### config.mk
export PLATFORM = sky130hd
export DESIGN_NAME = visor_bpu_flat
export DESIGN_NICKNAME = d
export VERILOG_FILES = /design/src/rtl/visor_pkg.sv /design/src/rtl/visor_bpu_if.sv /design/src/rtl/visor_trace_buf.sv /design/src/rtl/visor_bpu.sv /design/src/flat_wrapper.sv
export SDC_FILE = /design/constraint.sdc
export NUM_CORES = 1
export LEC_CHECK = 0
export ABC_AREA = 1
export CORE_UTILIZATION = 35
export DETAILED_ROUTE_END_ITERATION = 7
export PLACE_DENSITY_LB_ADDON = 0.08
export SETUP_SLACK_MARGIN = 0.5
export SYNTH_ARGS = -nofsm -noshare
export SYNTH_HDL_FRONTEND = slang
export SYNTH_SLANG_ARGS = --single-unit
### constraint.sdc
create_clock -name sysclk -period 4.53 [get_ports sysclk]
set_clock_uncertainty 0.2 [all_clocks]
set_input_delay 1.359 -clock sysclk [delete_from_list [all_inputs] [get_ports sysclk]]
set_output_delay 1.359 -clock sysclk [all_outputs]
set_load 0.005 [all_outputs]
### src/rtl/visor_pkg.sv
// visor_pkg: shared types and helpers for the visor breakpoint/step unit.
//   state_e  - debug state of the target (RUN / HALTED / STEPPING)
//   STATE_W  - width of the encoded state
//   idx_w()  - index width for a power-of-two table (at least 1 bit)
package visor_pkg;

    localparam int STATE_W         = 2;
    localparam int TRACE_DEPTH_DEF = 8;

    typedef enum logic [STATE_W-1:0] {
        ST_RUN      = 2'd0,
        ST_HALTED   = 2'd1,
        ST_STEPPING = 2'd2
    } state_e;

    function automatic int idx_w(input int depth);
        return (depth <= 2) ? 1 : $clog2(depth);
    endfunction

endpackage

### src/rtl/visor_bpu_if.sv
// visor_bpu_if: code bus between the target CPU, its code ROM and the
// breakpoint unit.
//   rom_code_in / rom_code_ready  - instruction and valid from the ROM
//   tg_code_addr / tg_loading_exr - fetch address and exr load from the target
//   tg_code_in / tg_code_ready    - instruction and ready towards the target
// The breakpoint unit uses the slave modport; the environment uses master.
interface visor_bpu_if #(
    parameter int ADDR_WIDTH = 16,
    parameter int CODE_WIDTH = 16
);
    logic [CODE_WIDTH-1:0] rom_code_in;
    logic                  rom_code_ready;
    logic [ADDR_WIDTH-1:0] tg_code_addr;
    logic                  tg_loading_exr;
    logic [CODE_WIDTH-1:0] tg_code_in;
    logic                  tg_code_ready;

    modport master (
        output rom_code_in, rom_code_ready, tg_code_addr, tg_loading_exr,
        input  tg_code_in, tg_code_ready
    );

    modport slave (
        input  rom_code_in, rom_code_ready, tg_code_addr, tg_loading_exr,
        output tg_code_in, tg_code_ready
    );
endinterface

### src/rtl/visor_trace_buf.sv
// visor_trace_buf: circular buffer of the most recent DEPTH written words.
//   wr_en/wr_data - append one entry (oldest overwritten when full)
//   clr           - empty the buffer; wins over a same-cycle write
//   rd_idx        - 0 selects the newest entry; rd_data is combinational
//   count         - number of valid entries, saturating at DEPTH
module visor_trace_buf
    import visor_pkg::*;
#(
    parameter int DEPTH = TRACE_DEPTH_DEF,
    parameter int WIDTH = 16,
    localparam int IDX_W = idx_w(DEPTH)
) (
    input  logic             clk,
    input  logic             rst_n,
    input  logic             wr_en,
    input  logic [WIDTH-1:0] wr_data,
    input  logic             clr,
    input  logic [IDX_W-1:0] rd_idx,
    output logic [WIDTH-1:0] rd_data,
    output logic [IDX_W:0]   count
);

    logic [WIDTH-1:0] mem_q [DEPTH];
    logic [WIDTH-1:0] mem_d [DEPTH];
    logic [IDX_W-1:0] wr_ptr_q, wr_ptr_d;
    logic [IDX_W:0]   count_q, count_d;
    logic [IDX_W-1:0] rd_ptr;

    always_comb begin
        mem_d    = mem_q;
        wr_ptr_d = wr_ptr_q;
        count_d  = count_q;
        if (clr) begin
            wr_ptr_d = '0;
            count_d  = '0;
        end else if (wr_en) begin
            mem_d[wr_ptr_q] = wr_data;
            // DEPTH is a power of two, so the pointer wraps by overflow
            wr_ptr_d = wr_ptr_q + IDX_W'(1);
            if (count_q != (IDX_W+1)'(DEPTH))
                count_d = count_q + (IDX_W+1)'(1);
        end
    end

    always_ff @(posedge clk or negedge rst_n) begin
        if (!rst_n) begin
            for (int i = 0; i < DEPTH; i++) mem_q[i] <= '0;
            wr_ptr_q <= '0;
            count_q  <= '0;
        end else begin
            mem_q    <= mem_d;
            wr_ptr_q <= wr_ptr_d;
            count_q  <= count_d;
        end
    end

    // Newest entry sits just behind the write pointer
    assign rd_ptr  = wr_ptr_q - IDX_W'(1) - rd_idx;
    assign rd_data = mem_q[rd_ptr];
    assign count   = count_q;

endmodule

### src/rtl/visor_bpu.sv
// visor_bpu: breakpoint / step unit between the target CPU and its code ROM.
//   sysclk, sysreset_n        - clock, asynchronous active-low reset
//   bus (slave)               - ROM/target code bus, see visor_bpu_if
//   bp_addr/mask_flat, bp_en  - NUM_BP masked comparators (bp0 in the LSBs)
//   bp_load                   - per-breakpoint reprogram pulse, clears hit bit
//   run/halt/step_cmd         - level commands, acted on at rising edges
//   step_count                - instructions per step (0 means 1)
//   inject_*                  - halted-mode instruction injection
//   trace_*                   - circular trace of retired fetch addresses
//   bp_hit_vec, exr_shadow, state, step_remaining - status
module visor_bpu
    import visor_pkg::*;
#(
    parameter int ADDR_WIDTH   = 16,
    parameter int CODE_WIDTH   = 16,
    parameter int NUM_BP       = 4,
    parameter int STEP_WIDTH   = 8,
    parameter int TRACE_DEPTH  = TRACE_DEPTH_DEF,
    parameter bit RESET_HALTED = 1'b0,
    localparam int TRACE_IDX_W = idx_w(TRACE_DEPTH)
) (
    input  logic                         sysclk,
    input  logic                         sysreset_n,
    visor_bpu_if.slave                   bus,
    input  logic [NUM_BP*ADDR_WIDTH-1:0] bp_addr_flat,
    input  logic [NUM_BP*ADDR_WIDTH-1:0] bp_mask_flat,
    input  logic [NUM_BP-1:0]            bp_en,
    input  logic [NUM_BP-1:0]            bp_load,
    input  logic                         run_cmd,
    input  logic                         halt_cmd,
    input  logic                         step_cmd,
    input  logic [STEP_WIDTH-1:0]        step_count,
    input  logic                         inject_en,
    input  logic [CODE_WIDTH-1:0]        inject_code,
    input  logic                         inject_strobe,
    input  logic                         trace_clr,
    input  logic [TRACE_IDX_W-1:0]       trace_rd_idx,
    output logic [ADDR_WIDTH-1:0]        trace_rd_data,
    output logic [TRACE_IDX_W:0]         trace_count,
    output logic [NUM_BP-1:0]            bp_hit_vec,
    output logic [CODE_WIDTH-1:0]        exr_shadow,
    output logic [STATE_W-1:0]           state,
    output logic [STEP_WIDTH-1:0]        step_remaining
);

    localparam state_e RST_STATE = RESET_HALTED ? ST_HALTED : ST_RUN;

    state_e                state_q, state_d;
    logic [STEP_WIDTH-1:0] step_rem_q, step_rem_d;
    logic                  skip_q, skip_d;
    logic [NUM_BP-1:0]     hit_q, hit_d;
    logic [CODE_WIDTH-1:0] exr_q, exr_d;
    logic                  run_prev_q, halt_prev_q, step_prev_q, inj_prev_q;

    logic [NUM_BP-1:0]     match;
    logic                  any_match;
    logic                  run_edge, halt_edge, step_edge, inj_edge;
    logic                  code_ready;
    logic                  retire;
    logic                  trace_wr;

    // Masked comparators: a set mask bit makes that address bit don't-care
    for (genvar gi = 0; gi < NUM_BP; gi++) begin : g_cmp
        assign match[gi] = bp_en[gi] &&
            (((bus.tg_code_addr ^ bp_addr_flat[gi*ADDR_WIDTH +: ADDR_WIDTH])
              & ~bp_mask_flat[gi*ADDR_WIDTH +: ADDR_WIDTH]) == '0);
    end

    // skip suppresses the breakpoint we were just resumed from
    assign any_match = (|match) && (state_q == ST_RUN) && !skip_q;

    assign run_edge  = run_cmd       && !run_prev_q;
    assign halt_edge = halt_cmd      && !halt_prev_q;
    assign step_edge = step_cmd      && !step_prev_q;
    assign inj_edge  = inject_strobe && !inj_prev_q;

    // Ready is gated in the same cycle as the match so a breakpointed
    // fetch never reaches the target.
    always_comb begin
        code_ready = 1'b0;
        case (state_q)
            ST_RUN:      code_ready = bus.rom_code_ready && !any_match;
            ST_STEPPING: code_ready = bus.rom_code_ready;
            ST_HALTED:   code_ready = inject_en && inj_edge;
            default:     code_ready = 1'b0;
        endcase
    end

    assign bus.tg_code_ready = code_ready;
    assign bus.tg_code_in    = (state_q == ST_HALTED && inject_en) ? inject_code
                                                                   : bus.rom_code_in;

    assign retire   = code_ready && bus.tg_loading_exr;
    // The only retire possible while halted is an injected one
    assign trace_wr = retire && (state_q != ST_HALTED);

    always_comb begin
        state_d    = state_q;
        step_rem_d = step_rem_q;
        skip_d     = skip_q;
        hit_d      = hit_q;
        exr_d      = exr_q;

        if (any_match)
            hit_d = hit_q | match;
        if (retire)
            skip_d = 1'b0;
        if (bus.tg_loading_exr)
            exr_d = bus.tg_code_in;

        case (state_q)
            ST_RUN: begin
                if (halt_edge || any_match)
                    state_d = ST_HALTED;
            end
            ST_HALTED: begin
                if (halt_edge) begin
                    state_d = ST_HALTED;
                end else if (step_edge) begin
                    state_d    = ST_STEPPING;
                    step_rem_d = (step_count == '0) ? STEP_WIDTH'(1) : step_count;
                end else if (run_edge) begin
                    state_d = ST_RUN;
                    skip_d  = 1'b1;
                end
            end
            ST_STEPPING: begin
                if (retire) begin
                    if (step_rem_q <= STEP_WIDTH'(1)) begin
                        state_d    = ST_HALTED;
                        step_rem_d = '0;
                    end else begin
                        step_rem_d = step_rem_q - STEP_WIDTH'(1);
                    end
                end
                // Abandoned step keeps its remainder visible as status
                if (halt_edge)
                    state_d = ST_HALTED;
            end
            default: state_d = ST_HALTED;
        endcase

        // Reprogramming a breakpoint wins over a same-cycle hit
        hit_d = hit_d & ~bp_load;
    end

    always_ff @(posedge sysclk or negedge sysreset_n) begin
        if (!sysreset_n) begin
            state_q     <= RST_STATE;
            step_rem_q  <= '0;
            skip_q      <= 1'b0;
            hit_q       <= '0;
            exr_q       <= '0;
            run_prev_q  <= 1'b0;
            halt_prev_q <= 1'b0;
            step_prev_q <= 1'b0;
            inj_prev_q  <= 1'b0;
        end else begin
            state_q     <= state_d;
            step_rem_q  <= step_rem_d;
            skip_q      <= skip_d;
            hit_q       <= hit_d;
            exr_q       <= exr_d;
            run_prev_q  <= run_cmd;
            halt_prev_q <= halt_cmd;
            step_prev_q <= step_cmd;
            inj_prev_q  <= inject_strobe;
        end
    end

    visor_trace_buf #(
        .DEPTH (TRACE_DEPTH),
        .WIDTH (ADDR_WIDTH)
    ) u_trace (
        .clk     (sysclk),
        .rst_n   (sysreset_n),
        .wr_en   (trace_wr),
        .wr_data (bus.tg_code_addr),
        .clr     (trace_clr),
        .rd_idx  (trace_rd_idx),
        .rd_data (trace_rd_data),
        .count   (trace_count)
    );

    assign bp_hit_vec     = hit_q;
    assign exr_shadow     = exr_q;
    assign state          = state_q;
    assign step_remaining = step_rem_q;

endmodule

### src/flat_wrapper.sv
// flat-port wrapper written by rule: the top's interface ports become plain ports
module visor_bpu_flat import visor_pkg::*;
#(
    parameter int ADDR_WIDTH   = 16,
    parameter int CODE_WIDTH   = 16,
    parameter int NUM_BP       = 4,
    parameter int STEP_WIDTH   = 8,
    parameter int TRACE_DEPTH  = TRACE_DEPTH_DEF,
    parameter bit RESET_HALTED = 1'b0,
    localparam int TRACE_IDX_W = idx_w(TRACE_DEPTH)
)
  (sysclk, sysreset_n, bp_addr_flat, bp_mask_flat, bp_en, bp_load, run_cmd, halt_cmd, step_cmd, step_count, inject_en, inject_code, inject_strobe, trace_clr, trace_rd_idx, trace_rd_data, trace_count, bp_hit_vec, exr_shadow, state, step_remaining, bus_rom_code_in, bus_rom_code_ready, bus_tg_code_addr, bus_tg_loading_exr, bus_tg_code_in, bus_tg_code_ready);
  visor_bpu_if #(.ADDR_WIDTH(ADDR_WIDTH), .CODE_WIDTH(CODE_WIDTH)) bus_i ();
  input  logic sysclk;
  input  logic sysreset_n;
  input  logic [NUM_BP*ADDR_WIDTH-1:0] bp_addr_flat;
  input  logic [NUM_BP*ADDR_WIDTH-1:0] bp_mask_flat;
  input  logic [NUM_BP-1:0] bp_en;
  input  logic [NUM_BP-1:0] bp_load;
  input  logic run_cmd;
  input  logic halt_cmd;
  input  logic step_cmd;
  input  logic [STEP_WIDTH-1:0] step_count;
  input  logic inject_en;
  input  logic [CODE_WIDTH-1:0] inject_code;
  input  logic inject_strobe;
  input  logic trace_clr;
  input  logic [TRACE_IDX_W-1:0] trace_rd_idx;
  output logic [ADDR_WIDTH-1:0] trace_rd_data;
  output logic [TRACE_IDX_W:0] trace_count;
  output logic [NUM_BP-1:0] bp_hit_vec;
  output logic [CODE_WIDTH-1:0] exr_shadow;
  output logic [STATE_W-1:0] state;
  output logic [STEP_WIDTH-1:0] step_remaining;
  input wire logic [$bits(bus_i.rom_code_in)-1:0] bus_rom_code_in;
  input wire logic [$bits(bus_i.rom_code_ready)-1:0] bus_rom_code_ready;
  input wire logic [$bits(bus_i.tg_code_addr)-1:0] bus_tg_code_addr;
  input wire logic [$bits(bus_i.tg_loading_exr)-1:0] bus_tg_loading_exr;
  output wire logic [$bits(bus_i.tg_code_in)-1:0] bus_tg_code_in;
  output wire logic [$bits(bus_i.tg_code_ready)-1:0] bus_tg_code_ready;
  assign bus_i.rom_code_in = bus_rom_code_in;
  assign bus_i.rom_code_ready = bus_rom_code_ready;
  assign bus_i.tg_code_addr = bus_tg_code_addr;
  assign bus_i.tg_loading_exr = bus_tg_loading_exr;
  assign bus_tg_code_in = bus_i.tg_code_in;
  assign bus_tg_code_ready = bus_i.tg_code_ready;
  visor_bpu #(.ADDR_WIDTH(ADDR_WIDTH), .CODE_WIDTH(CODE_WIDTH), .NUM_BP(NUM_BP), .STEP_WIDTH(STEP_WIDTH), .TRACE_DEPTH(TRACE_DEPTH), .RESET_HALTED(RESET_HALTED)) u_core (.sysclk(sysclk), .sysreset_n(sysreset_n), .bus(bus_i), .bp_addr_flat(bp_addr_flat), .bp_mask_flat(bp_mask_flat), .bp_en(bp_en), .bp_load(bp_load), .run_cmd(run_cmd), .halt_cmd(halt_cmd), .step_cmd(step_cmd), .step_count(step_count), .inject_en(inject_en), .inject_code(inject_code), .inject_strobe(inject_strobe), .trace_clr(trace_clr), .trace_rd_idx(trace_rd_idx), .trace_rd_data(trace_rd_data), .trace_count(trace_count), .bp_hit_vec(bp_hit_vec), .exr_shadow(exr_shadow), .state(state), .step_remaining(step_remaining));
endmodule
# After elaboration in Yosys (flattened, before gate mapping)
# Index checks and enable logic that the tools add are counted.
# totals
reg_bits	170
inputBits	205
out_inout_bits	67
word_cells	127
# classes
n_addsub	5
magnitude_cmp	4
n_eq_ne	11
mux	33
bitwise_logic	18
reduce_logical	37
# ops
cell	count
$bwmux W128	1
$and A16 B16 Y16	4
$logic_not A16 Y1	4
$mux W16	4
$not A16 Y16	4
$xor A16 B16 Y16	4
$bmux W16 S3	1
$demux W16 S3	1
$mux W8	5
$logic_and A1 B1 Y1	16
$mux W4	4
$pmux W8 S2	1
$mux W2	7
$ge A4 B4 Y1 const B	2
$le A8 B1 Y1 const B	1
$logic_not A8 Y1	1
$not A3 Y4	2
$reduce_and A4 Y1	2
$sub A8 B1 Y8 const B	1
$logic_not A1 Y1	6
$mux W3	2
$ne A2 B1 Y1 const B	3
$ne A3 B1 Y1 const B	2
$pmux W2 S3	1
other kinds (21)	29

# Depth between registers and ports, before layout
# logic_depth
word_depth	16
depth_mapped	19
mapped_depth_nobuf	18

# By module
# From an unflattened synthesis, not the netlist that was laid out.
# hier_totals
cells_unflattened	1496
area_unflattened_um2	10319.9
# modules_own_cells
mod	instances	cells_each	area_per_inst_um2
visor_trace_buf	1	933	7071.8
visor_bpu	1	563	3248.1

# Least setup slack after synthesis
# OpenSTA, ideal clock, no wires.
# synth_path
kind	in2out
start	input port trace_rd_idx[0]
end	output port trace_rd_data[10]
t_arrival_ps	3009
t_required_ps	2971
slack_ps	-38
stages	8
cell_sequence	inv_1 ha_1 inv_1 fa_1 buf_1 clkbuf_1 o211ai_1 a31oi_1
# synth_between
elab_chain_len	5
# synth_rtl
element	line_no	source
start, declared	flat_wrapper.sv:28	input logic [TRACE_IDX_W-1:0] trace_rd_idx;
$sub A3 B3 Y3	visor_trace_buf.sv:58	assign rd_ptr = wr_ptr_q - IDX_W'(1) - rd_idx;
$not A3 Y4 (implied by the code)	visor_trace_buf.sv:59	assign rd_data = mem_q[rd_ptr];
$bmux W16 S3	visor_trace_buf.sv:59	
$mux W16 (implied by the code) (2 in a row)	visor_trace_buf.sv:59	
end, declared	flat_wrapper.sv:29	output logic [ADDR_WIDTH-1:0] trace_rd_data;
# Every way passes these cells. The select of a mux whose other input is x is not followed.

# Worst setup path after layout
# layout_path
start	input port trace_rd_idx[0]
end	output port trace_rd_data[14]
# The elaborated chain is that of the path after synthesis.

==> results.md <==
- Outcome: finished with violations
- Failing checks: negative setup slack
- Synth top cells by count: 633 x nand2_1, 170 x dfrtp_1, 150 x inv_1
- WP data arrival: 3.26 ns
- Post-route insts no fill: 2135
- Synthesized Nets: roughly 1.6k
- Worst R2R Setup Slack: ~1.9 ns
- Hold Path Class: reg2reg
- Insertion delay to the later sink of the worst-skew pair: between 0.4 and 0.5 ns
- Post-DP HPWL: ~24000 um
- R2R depth: 13
- Core box area: 27900 um2
- Type of origin of the critical path: input pin
- Top cell by count, worst path: buf_6
- Top Family by Delay on Critical Path: buffers and inverters
- Residual DRC: 0
- Crit path kind: in2out
- Area after DPL: roughly 13000 um2
- Cell count after synthesis: 1426
- Most common cell in the netlist: nand2_1
- Setup WS post-layout: -0.289 ns
- Final Hold Viols: 0
- Crit path from: trace_rd_idx[0]
- Area grow syn2layout: 45.5%
- CP required: around 3.0 ns
- WP buf/inv: 8
- Slew Limit Headroom: 0.559
- Reg area: ~4300 um2
- Root Driver: clkbuf_16
- EDFF count, synth: 0
- Area leader, netlist: dfrtp_1
- CP Capture Point: trace_rd_data[14]
- Slowest stage delay, CP: 0.62 ns
- CTS tree: yes
- Routability cong.: approximately 0.87
- Final setup viols: 16
- Row cnt: just over 60
- CTS Hold Bufs: 0
- Overflow left after global routing: 0
- Number of diodes: 0
- CTS Buf Count: 17
- Worst vdd ir: between 200 and 300 uV
- Synth area leaders: dfrtp_1 43%, nand2_1 24%, inv_1 5.6%, nor2_1 4.0%, o21ai_0 3.1%
- Final core utilization: 0.521
- Synth Cell Area: about 10000 um2
- Cell Chain, Critical Path: buf_8 -> inv_12 -> ha_4 -> inv_2 -> fa_2 -> clkinvlp_4 -> buf_12 -> buf_6 -> buf_6 -> o21ai_2 -> nor2_1 -> a31oi_1 -> buf_2
- Crit end category: output port
- Syn Area/Cell: about 7 um2
- Iter 0 DRT Violations: about 640
- DRT antenna net count: 0
- Design area: 14600 um2
- Share of post-route cells with drive strength above 1: 0.173
- Total die area: ~29000 um2
- Worst r2r dst: u_core.u_trace.mem_q[78]
- Pin count of the biggest net entering global routing: 68
- FF-to-FF Start: u_core.state[0]
- Num ports: ~270
- Die Wd: approximately 170 um
- Clock buffer depth: 2
- Initial antenna violation count: 0
- Worst-path clk slew: roughly 0.060 ns
- Max-cap viol count: 0
- Final worst path period need: approximately 4.8 ns
- Synth unique cells: 42
- TritonCTS Sinks: 170
- Slew Limit Fails: 0
- Slew @ Worst Pin: approximately 0.66 ns
- Worst slack after detailed placement: -1.16 ns
- Crit share post-route: 1.06
- CP max FO: 6
- Via count: approximately 9.9k
- Vias per inst: around 4.6
- Max stage delay cell, worst path: fa_2
- Unrepaired setup endpoints after global routing: true
- Synth top area share: 0.425
- Syn. warnings: 0
- Total wire length: between 30000 and 40000 um
- Fmax: around 0.21 GHz
- Seq/Total Area, Yosys: 0.425
- Global Route Usage Sum: 0.229
- #FFs+latches synth: 170
- First-pass GRT wire length: about 52000 um
- Asr flop ratio synth: 1.00
- Vias in the first global route: between 9k and 10k
- Most used DFF post-synth: dfrtp_1
- Die height: between 150 and 200 um
- Fillers: ~2.8k
- Wire length per cell: approximately 15 um
- Hold slack: 0.266 ns
- H-tree Lvls: 4
- Initial Util: 0.358
- Lkg Pwr: about 7.6 nW
- PwrDens: around 370 nW/um2
- Critical path depth: 13
- DP Cell Count: just over 2k
- I/O Buffers: ~270
- Drt pass-1 iters: 5
- Final #Nets: between 1.5k and 2k
- Area taken by multi-input logic gates: between 5000 and 6000 um2
-- routing by layer --
metal / vias to the layer above / GRT usage / wire length (um)
met5: - / 0 / 0
met2: 205 / 0.395 / 16600
met3: 33 / 0.0483 / 1560
met4: 0 / 0.0633 / 479
li1: 5060 / - / -
met1: 4576 / 0.288 / 14100
-- sequential cells by signal, indices dropped and copies added, names as in the netlist --
| name | flops |
|---|---|
| u_core.u_trace.mem_q | 128 |
| u_core.exr_shadow | 16 |
| u_core.step_remaining | 8 |
| u_core.bp_hit_vec | 4 |
| u_core.u_trace.count | 4 |
| u_core.u_trace.wr_ptr_q | 3 |
| u_core.state | 2 |
| u_core.halt_prev_q | 1 |
| u_core.inj_prev_q | 1 |
| u_core.run_prev_q | 1 |
| u_core.skip_q | 1 |
| u_core.step_prev_q | 1 |
-- report_power, final --
part,internal (mW),switching [mW],leakage [nW],total (mW)
Sequential,1.74,0.178,2.28,1.92
Clock,0.877,0.637,0.293,1.51
Combinational,0.979,1.01,5.04,1.99
-- tightest hold or removal path, cell delays in order (launching register included) --
cell	delay (ns)
dfrtp_1	0.34
nand2_1	0.05
nand2_1	0.05
-- worst min-delay path by stage --
stage / startpoint / endpoint / slack [ns] / depth (start not counted)
global placement: u_core.u_trace.mem_q[52] / u_core.u_trace.mem_q[52] / 0.25 / 2
floorplan: u_core.u_trace.mem_q[16] / u_core.u_trace.mem_q[16] / 0.24 / 2
CTS: u_core.u_trace.mem_q[22] / u_core.u_trace.mem_q[22] / 0.27 / 2
global route: u_core.u_trace.mem_q[79] / u_core.u_trace.mem_q[79] / 0.28 / 2
finish: u_core.u_trace.mem_q[28] / u_core.u_trace.mem_q[28] / 0.27 / 2
detailed placement: u_core.u_trace.mem_q[22] / u_core.u_trace.mem_q[22] / 0.25 / 2
-- repair_timing --
action	in CTS	in global routing
pin swaps	159	31
setup buffers	20	4
gates resized for setup	480	42
setup endpoints to repair	161	18
cloned	3	0
endpoints found under the hold margin	0	0
-- area by class of cell --
type	count	area share
multi-input combinational	1044	0.360
sequential	170	0.292
timing repair buffer	361	0.234
clock inverter	12	0.0102
clock buffer	19	0.0304
inverter	151	0.0406
tap	378	0.0325
-- cell usage in the layout, fill, tap and decap left out, types with 26 or more instances in the layout --
| cell | count |
|---|---|
| a21oi_1 | 41 |
| a31oi_1 | 30 |
| buf_2 | 31 |
| buf_4 | 57 |
| clkdlybuf4s50_1 | 100 |
| dfrtp_1 | 170 |
| dlygate4sd2_1 | 114 |
| inv_1 | 139 |
| nand2_1 | 607 |
| nand2_2 | 26 |
| nor2_1 | 89 |
| o21ai_1 | 26 |
-- cells by family (layout without fill, tap and decap cells) --
| group | Yosys count | count (layout) | synth area share |
|---|---|---|---|
| XOR/XNOR | 10 | 10 | 0.00875 |
| multiplexers | 16 | 16 | 0.0160 |
| AO/OA/AOI/OAI | 174 | 174 | 0.0972 |
| flip-flops | 170 | 170 | 0.425 |
| AND/OR/NAND/NOR | 837 | 837 | 0.349 |
| buffers and inverters | 212 | 543 | 0.0939 |
| adder cells (fa/ha/maj) | 7 | 7 | 0.00950 |
-- through the flow --
stage,total power [mW],setup TNS (ns)
after CTS,5.44,-3.70
final,5.42,-3.82
after global placement,3.79,-27.86
after global routing,5.78,-5.39
after detailed placement,3.81,-29.74
after floorplan,2.82,0
Note: power is estimated with default switching activity, not from simulation.
